**config.mk**
```make
export PLATFORM = sky130hd
export DESIGN_NAME = add_sched_8b
export DESIGN_NICKNAME = d
export VERILOG_FILES = /design/src/rtl/add_sched_8b.sv
export SDC_FILE = /design/constraint.sdc
export NUM_CORES = 1
export LEC_CHECK = 0
export ABC_AREA = 1
export BUFFER_PORTS_ARGS = -buffer_cell sky130_fd_sc_hd__buf_2
export CAP_MARGIN = 5
export CORE_MARGIN = 1
export CORE_UTILIZATION = 54
export DETAILED_ROUTE_END_ITERATION = 10
export HOLD_SLACK_MARGIN = 0.1
export PLACE_DENSITY = 0.87
export SLEW_MARGIN = 10
export SYNTH_ARGS = -nofsm -noshare
export SYNTH_HDL_FRONTEND = slang
export SYNTH_SLANG_ARGS = --single-unit
```
**constraint.sdc**
```tcl
create_clock -name clk -period 7.95 [get_ports clk]
set_input_delay 0.795 -clock clk [delete_from_list [all_inputs] [get_ports clk]]
set_output_delay 0.795 -clock clk [all_outputs]
set_load 0.02 [all_outputs]
```
**src/rtl/add_sched_8b.sv**
```systemverilog
// rtl/add_sched_8b.sv - round-robin scheduler sharing one byte-serial 8-bit adder among NREQ requesters
module fwd_adder_8b (
   input  logic [7:0] a,
   input  logic [7:0] b,
   input  logic       cin,
   output logic [7:0] sum,
   output logic       cout
);
   assign {cout, sum} = {1'b0, a} + {1'b0, b} + {8'd0, cin};
endmodule

module add_sched_8b #(
   parameter int NREQ  = 4,
   parameter int WORDS = 4
) (
   input  logic                      clk,
   input  logic                      rst_n,
   input  logic [NREQ-1:0]           req_valid,
   output logic [NREQ-1:0]           req_ready,
   input  logic [NREQ*8*WORDS-1:0]   req_a,
   input  logic [NREQ*8*WORDS-1:0]   req_b,
   input  logic [NREQ-1:0]           req_cin,
   output logic                      rsp_valid,
   input  logic                      rsp_ready,
   output logic [$clog2(NREQ)-1:0]   rsp_id,
   output logic [8*WORDS-1:0]        rsp_sum,
   output logic                      rsp_cout
);
   localparam int W  = 8 * WORDS;
   localparam int IW = $clog2(NREQ);
   localparam int KW = (WORDS > 1) ? $clog2(WORDS) : 1;

   typedef enum logic [1:0] {IDLE, RUN, DONE} state_t;

   state_t          state_q, state_d;
   logic [IW-1:0]   ptr_q, gnt_q, gnt;
   logic            gnt_any;
   logic [KW-1:0]   k_q;
   logic            carry_q;
   logic [W-1:0]    a_q, b_q;
   logic [7:0]      add_sum;
   logic            add_cout;
   logic            last_byte;

   // Search starts one past the last grant so every waiting requester gets a turn.
   always_comb begin
      gnt     = '0;
      gnt_any = 1'b0;
      for (int i = 1; i <= NREQ; i++) begin
         if (!gnt_any && req_valid[(int'(ptr_q) + i) % NREQ]) begin
            gnt_any = 1'b1;
            gnt     = IW'((int'(ptr_q) + i) % NREQ);
         end
      end
   end

   // Gated by rst_n so the ready lines read zero while reset is held.
   always_comb begin
      req_ready = '0;
      if (rst_n && state_q == IDLE && gnt_any)
         req_ready[gnt] = 1'b1;
   end

   assign last_byte = (k_q == KW'(WORDS - 1));
   assign rsp_valid = (state_q == DONE);

   fwd_adder_8b u_adder (
      .a    (a_q[int'(k_q)*8 +: 8]),
      .b    (b_q[int'(k_q)*8 +: 8]),
      .cin  (carry_q),
      .sum  (add_sum),
      .cout (add_cout)
   );

   always_comb begin
      state_d = state_q;
      case (state_q)
         IDLE:    if (gnt_any) state_d = RUN;
         RUN:     if (last_byte) state_d = DONE;
         DONE:    if (rsp_ready) state_d = IDLE;
         default: state_d = IDLE;
      endcase
   end

   always_ff @(posedge clk or negedge rst_n) begin
      if (!rst_n) begin
         state_q  <= IDLE;
         ptr_q    <= IW'(NREQ - 1);
         gnt_q    <= '0;
         k_q      <= '0;
         carry_q  <= 1'b0;
         a_q      <= '0;
         b_q      <= '0;
         rsp_sum  <= '0;
         rsp_cout <= 1'b0;
         rsp_id   <= '0;
      end else begin
         state_q <= state_d;
         case (state_q)
            IDLE: begin
               if (gnt_any) begin
                  a_q     <= req_a[int'(gnt)*W +: W];
                  b_q     <= req_b[int'(gnt)*W +: W];
                  carry_q <= req_cin[gnt];
                  ptr_q   <= gnt;
                  gnt_q   <= gnt;
                  k_q     <= '0;
               end
            end
            RUN: begin
               rsp_sum[int'(k_q)*8 +: 8] <= add_sum;
               carry_q <= add_cout;
               if (last_byte) begin
                  k_q      <= '0;
                  rsp_cout <= add_cout;
                  rsp_id   <= gnt_q;
               end else begin
                  k_q <= k_q + 1'b1;
               end
            end
            default: ;
         endcase
      end
   end
endmodule

```
* Word level (Yosys, flattened, before mapping)
Index checks and enable logic that the tools add are counted.
** Cells by class
- Reduce and logical (&&, ||, !) cells :: 19
- Eq/ne operators :: 6
- Magnitude comparators :: 6
- Muxes and demuxes :: 35
- Shifts and indexed selects :: 6
- Bitwise operators :: 4
- Add/sub/neg operators :: 8
** Operators with widths (count)
- 128-bit by 8-bit indexed part select with 32-bit output :: 2
- 32-bit by 6-bit indexed part select with 8-bit output :: 2
- 5-bit negation with 33-bit output :: 1
- 8-bit by 33-bit variable shift with 32-bit output (first input constant) :: 1
- 8-bit by 33-bit indexed part select with 32-bit output :: 1
- 32-bit bitwise mux :: 1
- 2-bit 2-to-1 mux :: 9
- 3-bit by 4-bit less-than comparator with 1-bit output (second input constant) :: 4
- 1-bit 2-to-1 mux :: 15
- 1-bit binary-select mux with 2-bit select :: 5
- 8-bit by 8-bit adder with 9-bit output :: 1
- 9-bit by 1-bit adder with 9-bit output :: 1
- 2-bit OR reduction :: 4
- 2-bit by 1-bit adder with 2-bit output (second input constant) :: 3
- 1-bit logical AND :: 6
- 2-bit case mux with 3 select lines :: 1
- 2-bit AND reduction :: 3
- 2-bit adder (second input constant) :: 2
- 1-bit AND (first input constant) :: 4
- 2-bit == test (second input constant) :: 2
- 4-bit 2-to-1 mux :: 1
- 2-bit != test (second input constant) :: 2
- 2-bit case mux with 2 select lines :: 1
- 1-bit zero test :: 3
- 9 further kinds :: 9
** Word-level totals
- Register bits after elaboration :: 108
- Input bits :: 267
- Output and inout bits :: 40

* Logic depth before layout (Yosys ltp)
- Depth in word-level cells :: 21
- Mapped depth :: 17
- Depth with buffers taken out :: 15

* Cells and area by module
From an unflattened synthesis, not the netlist that was laid out.
** Second synthesis, totals
- Cell total of the unflattened synthesis :: 1302
- Area, all modules :: 7797.5 um2
** By module, submodules not included
- add_sched_8b :: instances 1, area each 7413.4 um2, seq. area each 2705.1 um2, cells an instance 1243
- fwd_adder_8b :: instances 1, area each 384.1 um2, seq. area each 0.0 um2, cells an instance 59

* Least setup slack after synthesis
OpenSTA, ideal clock, no wires.
- Path type :: input to output
- Start point :: input req_valid[2]
- End point :: output req_ready[0]
- Stages :: 12
- Path buffers :: 2
- Arrival :: 2281 ps
- Setup slack :: 4874 ps
- Cells stage by stage :: nand2_1 -> nand2_1 -> nand2_1 -> nand2_2 -> nor2_1 -> a21boi_1 -> nand2_1 -> nor2_2 -> inv_2 -> buf_4 -> buf_4 -> nor3_1
** Between the ends
- Longest elaborated chain between the ends :: 18
- Elaborated cells on any way between the ends :: 33
- Those cells by class :: order compare: 2; mux: 23; reduce/logical: 8
** Ends and longest elaborated chain
- start, declared :: line 18 : input logic [NREQ-1:0] req_valid,
- 1-bit binary-select mux with 2-bit select :: line 50 : if (!gnt_any && req_valid[(int'(ptr_q) + i) % NREQ]) begin
- 1-bit 2-to-1 mux (not written as such) (2 in a row) :: line 50
- 1-bit 2-to-1 mux :: line 50
- 1-bit zero test :: line 50
- 1-bit logical AND :: line 50
- 1-bit 2-to-1 mux :: line 50
- 1-bit zero test :: line 50
- 1-bit logical AND :: line 50
- 1-bit 2-to-1 mux :: line 50
- 1-bit zero test :: line 50
- 1-bit logical AND :: line 50
- 2-bit 2-to-1 mux :: line 50
- 2-bit by 3-bit less-than comparator with 1-bit output (not written as such) / 2-bit by 1-bit >= comparator with 1-bit output (equally long branches) :: line 61 : req_ready[gnt] = 1'b1;
- 1-bit logical AND (not written as such) :: line 61
- 1-bit 2-to-1 mux (not written as such) :: line 61
- 1-bit demux with 2-bit select :: line 61
- 4-bit 2-to-1 mux * :: line 60 : if (rst_n && state_q == IDLE && gnt_any)
- end, declared :: line 19 : output logic [NREQ-1:0] req_ready,
Every way passes the cells marked *; elsewhere a longest branch is shown, timed or not. The select of a mux whose other input is x is not followed.

* Worst setup path after layout
- Start point :: register k_q[0]
- End point :: register rsp_sum[14]
** Between the ends
- Longest elaborated chain between the ends :: 5
- Elaborated cells on any way between the ends :: 8
- Those cells by class :: add/sub: 3; shift: 4; mux: 1
** Ends and longest elaborated chain
- start, declared :: line 38 : logic [KW-1:0] k_q;
- start signal, assigned :: line 118 : k_q <= k_q + 1'b1;
- 32-bit by 6-bit indexed part select with 8-bit output, on equally long branches :: line 68, 69
- 8-bit by 8-bit adder with 9-bit output :: line 9 : assign {cout, sum} = {1'b0, a} + {1'b0, b} + {8'd0, cin};
- 9-bit by 1-bit adder with 9-bit output :: line 9
- 8-bit by 33-bit indexed part select with 32-bit output :: line 111 : rsp_sum[int'(k_q)*8 +: 8] <= add_sum;
- 32-bit bitwise mux * :: line 111
- end signal, assigned by index :: line 111
- end, declared :: line 26 : output logic [8*WORDS-1:0] rsp_sum,
Every way passes the cells marked *; elsewhere a longest branch is shown, timed or not.
A chain may end at the register's enable or synchronous reset.

==> metrics.cfg <==
[yosys]
post_synth_inst_count=1292
netlist_area_mm2=0.00788
syn-mean-instance-area_um2=6.10
yosysUniqueCellTypes=31
postSynthRegisterBits=108
count_of_yosys_warnings_during_synthesis=0
synth_fp_nets=1574
synth_sequential_area_ratio=0.343

[drt]
antenna_violating_nets_post_route=0
drtIter0Drc=549
routedWlPerCell_um=13.3
detailroute.via_count=9002
route.final.wire_length_um=22900
drcViolationCount=0
drt_first_pass_iters=5
routed_via_density=5.23

[die]
top_level_ports=307
initial_core_util=0.561
full_die_area_mm2=0.0151
core_mm2=0.0140
floorplan.die.height_um=123
fp.dieW_um=123
rows=43

[grt]
first_global_vias=8234
wire_length_of_the_first_global_routing_pass_um=37500
grt_max_degree=103
grt_use_total=0.309
grt_antenna_before_repair=0
remaining_global_route_overflow=0

[job]
reported_max_cap_violation_count=0

[place]
placedInstanceArea_mm2=0.00927
buffer_ports.inserted=306
place.detailed.hpwl_um=17000
gp_congestion=0.899

[cells_and_area]
post_route_cells_drive_above_1_share=0.224
final_area_mm2=0.00955
final_net_count=1818
final_core_utilization=0.680
synthToLayoutAreaGrowth_pct=21.2
antenna_diode_count=0

[power]
power.net_switching_mw=3.04
power_report.internal_total_mw=2.22
power_density_mw_per_mm2=551
p_leak_nw=5.84
portion_of_total_power_attributed_to_the_clock_network=0.082
max-vdd-ir-drop_mv=0.448
pwr-share-seq=0.182
combinationalPowerShare=0.736
power_switching_share=0.577

[sta]
final.min_clock_period_ns=3.65
max_freq_ghz=0.274
setup_viols_final=0
fin_tns_setup_ns=0
final_min_period_over_clock_period=0.459
hold_viol=0
clock-skew-final_ns=0.0153
maxSlewHeadroom=0.343
grt_setup_unrepaired=no
slew_violations=0
worst-slew-pin-transition_ns=0.985

[worst_setup_path]
worst_path_required_ns=8.18
worst-setup-path-type=reg2reg
critical_path_arrival_ns=3.88
critical_path_peak_fanout=50
timing.critical_path.from_type=register
setup.worst_path.end_class=register

[clocking]
clkSinkCount=108
worstSkewPairLatency_ns=0.34
clkSlewWorstSetupHoldPaths_ns=0.07
clock_path_buffers=2
cts_resized=0
clock_tree.root_cell=clkbuf_16
postCtsHoldBufs=0
tritoncts=yes
cts_made_buffers=9
post_cts.repair.setup_buffers=0
htree_levels=3

[outcome]
status=completed

[worst_hold_path]
hp-class=in2async

==> critical path, stage by stage (launching register included) <==
cell	delay, ns
dfrtp_1	0.33
buf_4	0.41
inv_1	0.53
o21ai_0	0.31
o22ai_1	0.12
fa_1	0.45
fa_1	0.42
nand3_1	0.13
nand2_1	0.08
nand2_1	0.08
nand2_1	0.05
a21oi_1	0.14
xor2_1	0.21
nor2_1	0.11
nand3_1	0.08
nand2_1	0.06
==> layout by cell type (no fill, tap or decap), drive strengths merged, types with 6 or more instances in the layout <==
cell	n
a21oi	8
buf	315
clkbuf	10
dfrtp	106
ha	13
inv	37
nand2	738
nand3	148
nor2	50
nor3	6
o21ai	69
o22ai	16
==> metrics by stage <==
stage	instances	setup slack (ns)	total power [mW]	hold WS (ns)
5_1_grt	1720	3.87	5.88	0.490
4_1_cts	1720	4.29	5.27	0.479
3_3_place_gp	1705	4.45	4.76	0.459
3_5_place_dp	1705	4.34	4.82	0.460
2_1_floorplan	1292	4.87	4.08	0.444
6_report	1720	4.30	5.26	0.470
==> kinds of logic (layout without fill, tap and decap cells) <==
family	Yosys count	in the layout	share of synthesized area
XOR/XNOR	5	5	0.00556
adder cells (fa/ha/maj)	15	15	0.0257
AND/OR/NAND/NOR	945	945	0.478
flip-flops	108	108	0.343
buffers and inverters	116	364	0.0752
AO/OA/AOI/OAI	103	103	0.0722
==> power groups by stage <==
stage | combinational (mW) | sequential, mW | clock [mW]
detailed placement | 3.86 | 0.966 | 0
floorplan | 3.09 | 0.987 | 0
finish | 3.87 | 0.957 | 0.431
global route | 4.44 | 0.988 | 0.459
global placement | 3.80 | 0.960 | 0
CTS | 3.88 | 0.958 | 0.435
==> synth_stat cells <==
cell      number  area (µm²)
a21boi_1       1        7.51
a21oi_1        8        40.0
a22o_1         3        26.3
a32o_1         2        20.0
buf_1         11        41.3
buf_2         27         135
buf_4         15         113
buf_6          9         101
clkbuf_1      20        75.1
dfrtp_1      106        2650
dfstp_2        2        52.6
fa_1           2        40.0
ha_1          13         163
inv_1         30         113
inv_2          4        15.0
nand2_1      735        2760
nand2_2        3        18.8
nand3_1      147         736
nand3_2        1        10.0
nand3b_1       1        7.51
nand4_1        2        12.5
nor2_1        47         176
nor2_2         3        18.8
nor3_1         6        30.0
o211ai_1       1        7.51
o21ai_0       68         340
o21ai_1        1        5.00
o22ai_1       16         100
o31ai_1        3        22.5
xnor2_1        2        17.5
xor2_1         3        26.3
==> state kept, by name, summed over array words and instances, names as in the netlist <==
name,count
a_q,32
b_q,32
carry_q,1
gnt_q,2
k_q,2
ptr_q,2
rsp_cout,1
rsp_id,2
rsp_sum,32
state_q,2
==> per-layer routing <==
| layer | wire [µm] | GRT usage |
|---|---|---|
| met3 | 1220 | 0.0409 |
| met2 | 11800 | 0.548 |
| met5 | 0 | 0 |
| met1 | 9490 | 0.390 |
| met4 | 396 | 0.0892 |
==> worst paths after layout <==
path	startpoint	to	slack, ns	depth (start not counted)
setup / recovery	k_q[0]	rsp_sum[14]	4.30	15
hold / removal	rst_n	gnt_q[1]	0.47	1
setup reg to reg	k_q[0]	rsp_sum[14]	4.30	15
hold reg to reg	b_q[12]	b_q[12]	0.48	2
max in group asynchronous	rst_n	a_q[9]	6.29	2
min in group clk	b_q[12]	b_q[12]	0.48	2
==> area by class of cell <==
cell class              count  area (µm²)
multi-input cells        1068        4610
fillers                  1323        4490
flip-flops and latches    108        2710
repair buffers            315        1600
clock buffers              10         239
well taps                 180         225
inverters                  34         128
clock inverters             5        43.8
Note: power is estimated with default switching activity, not from simulation.
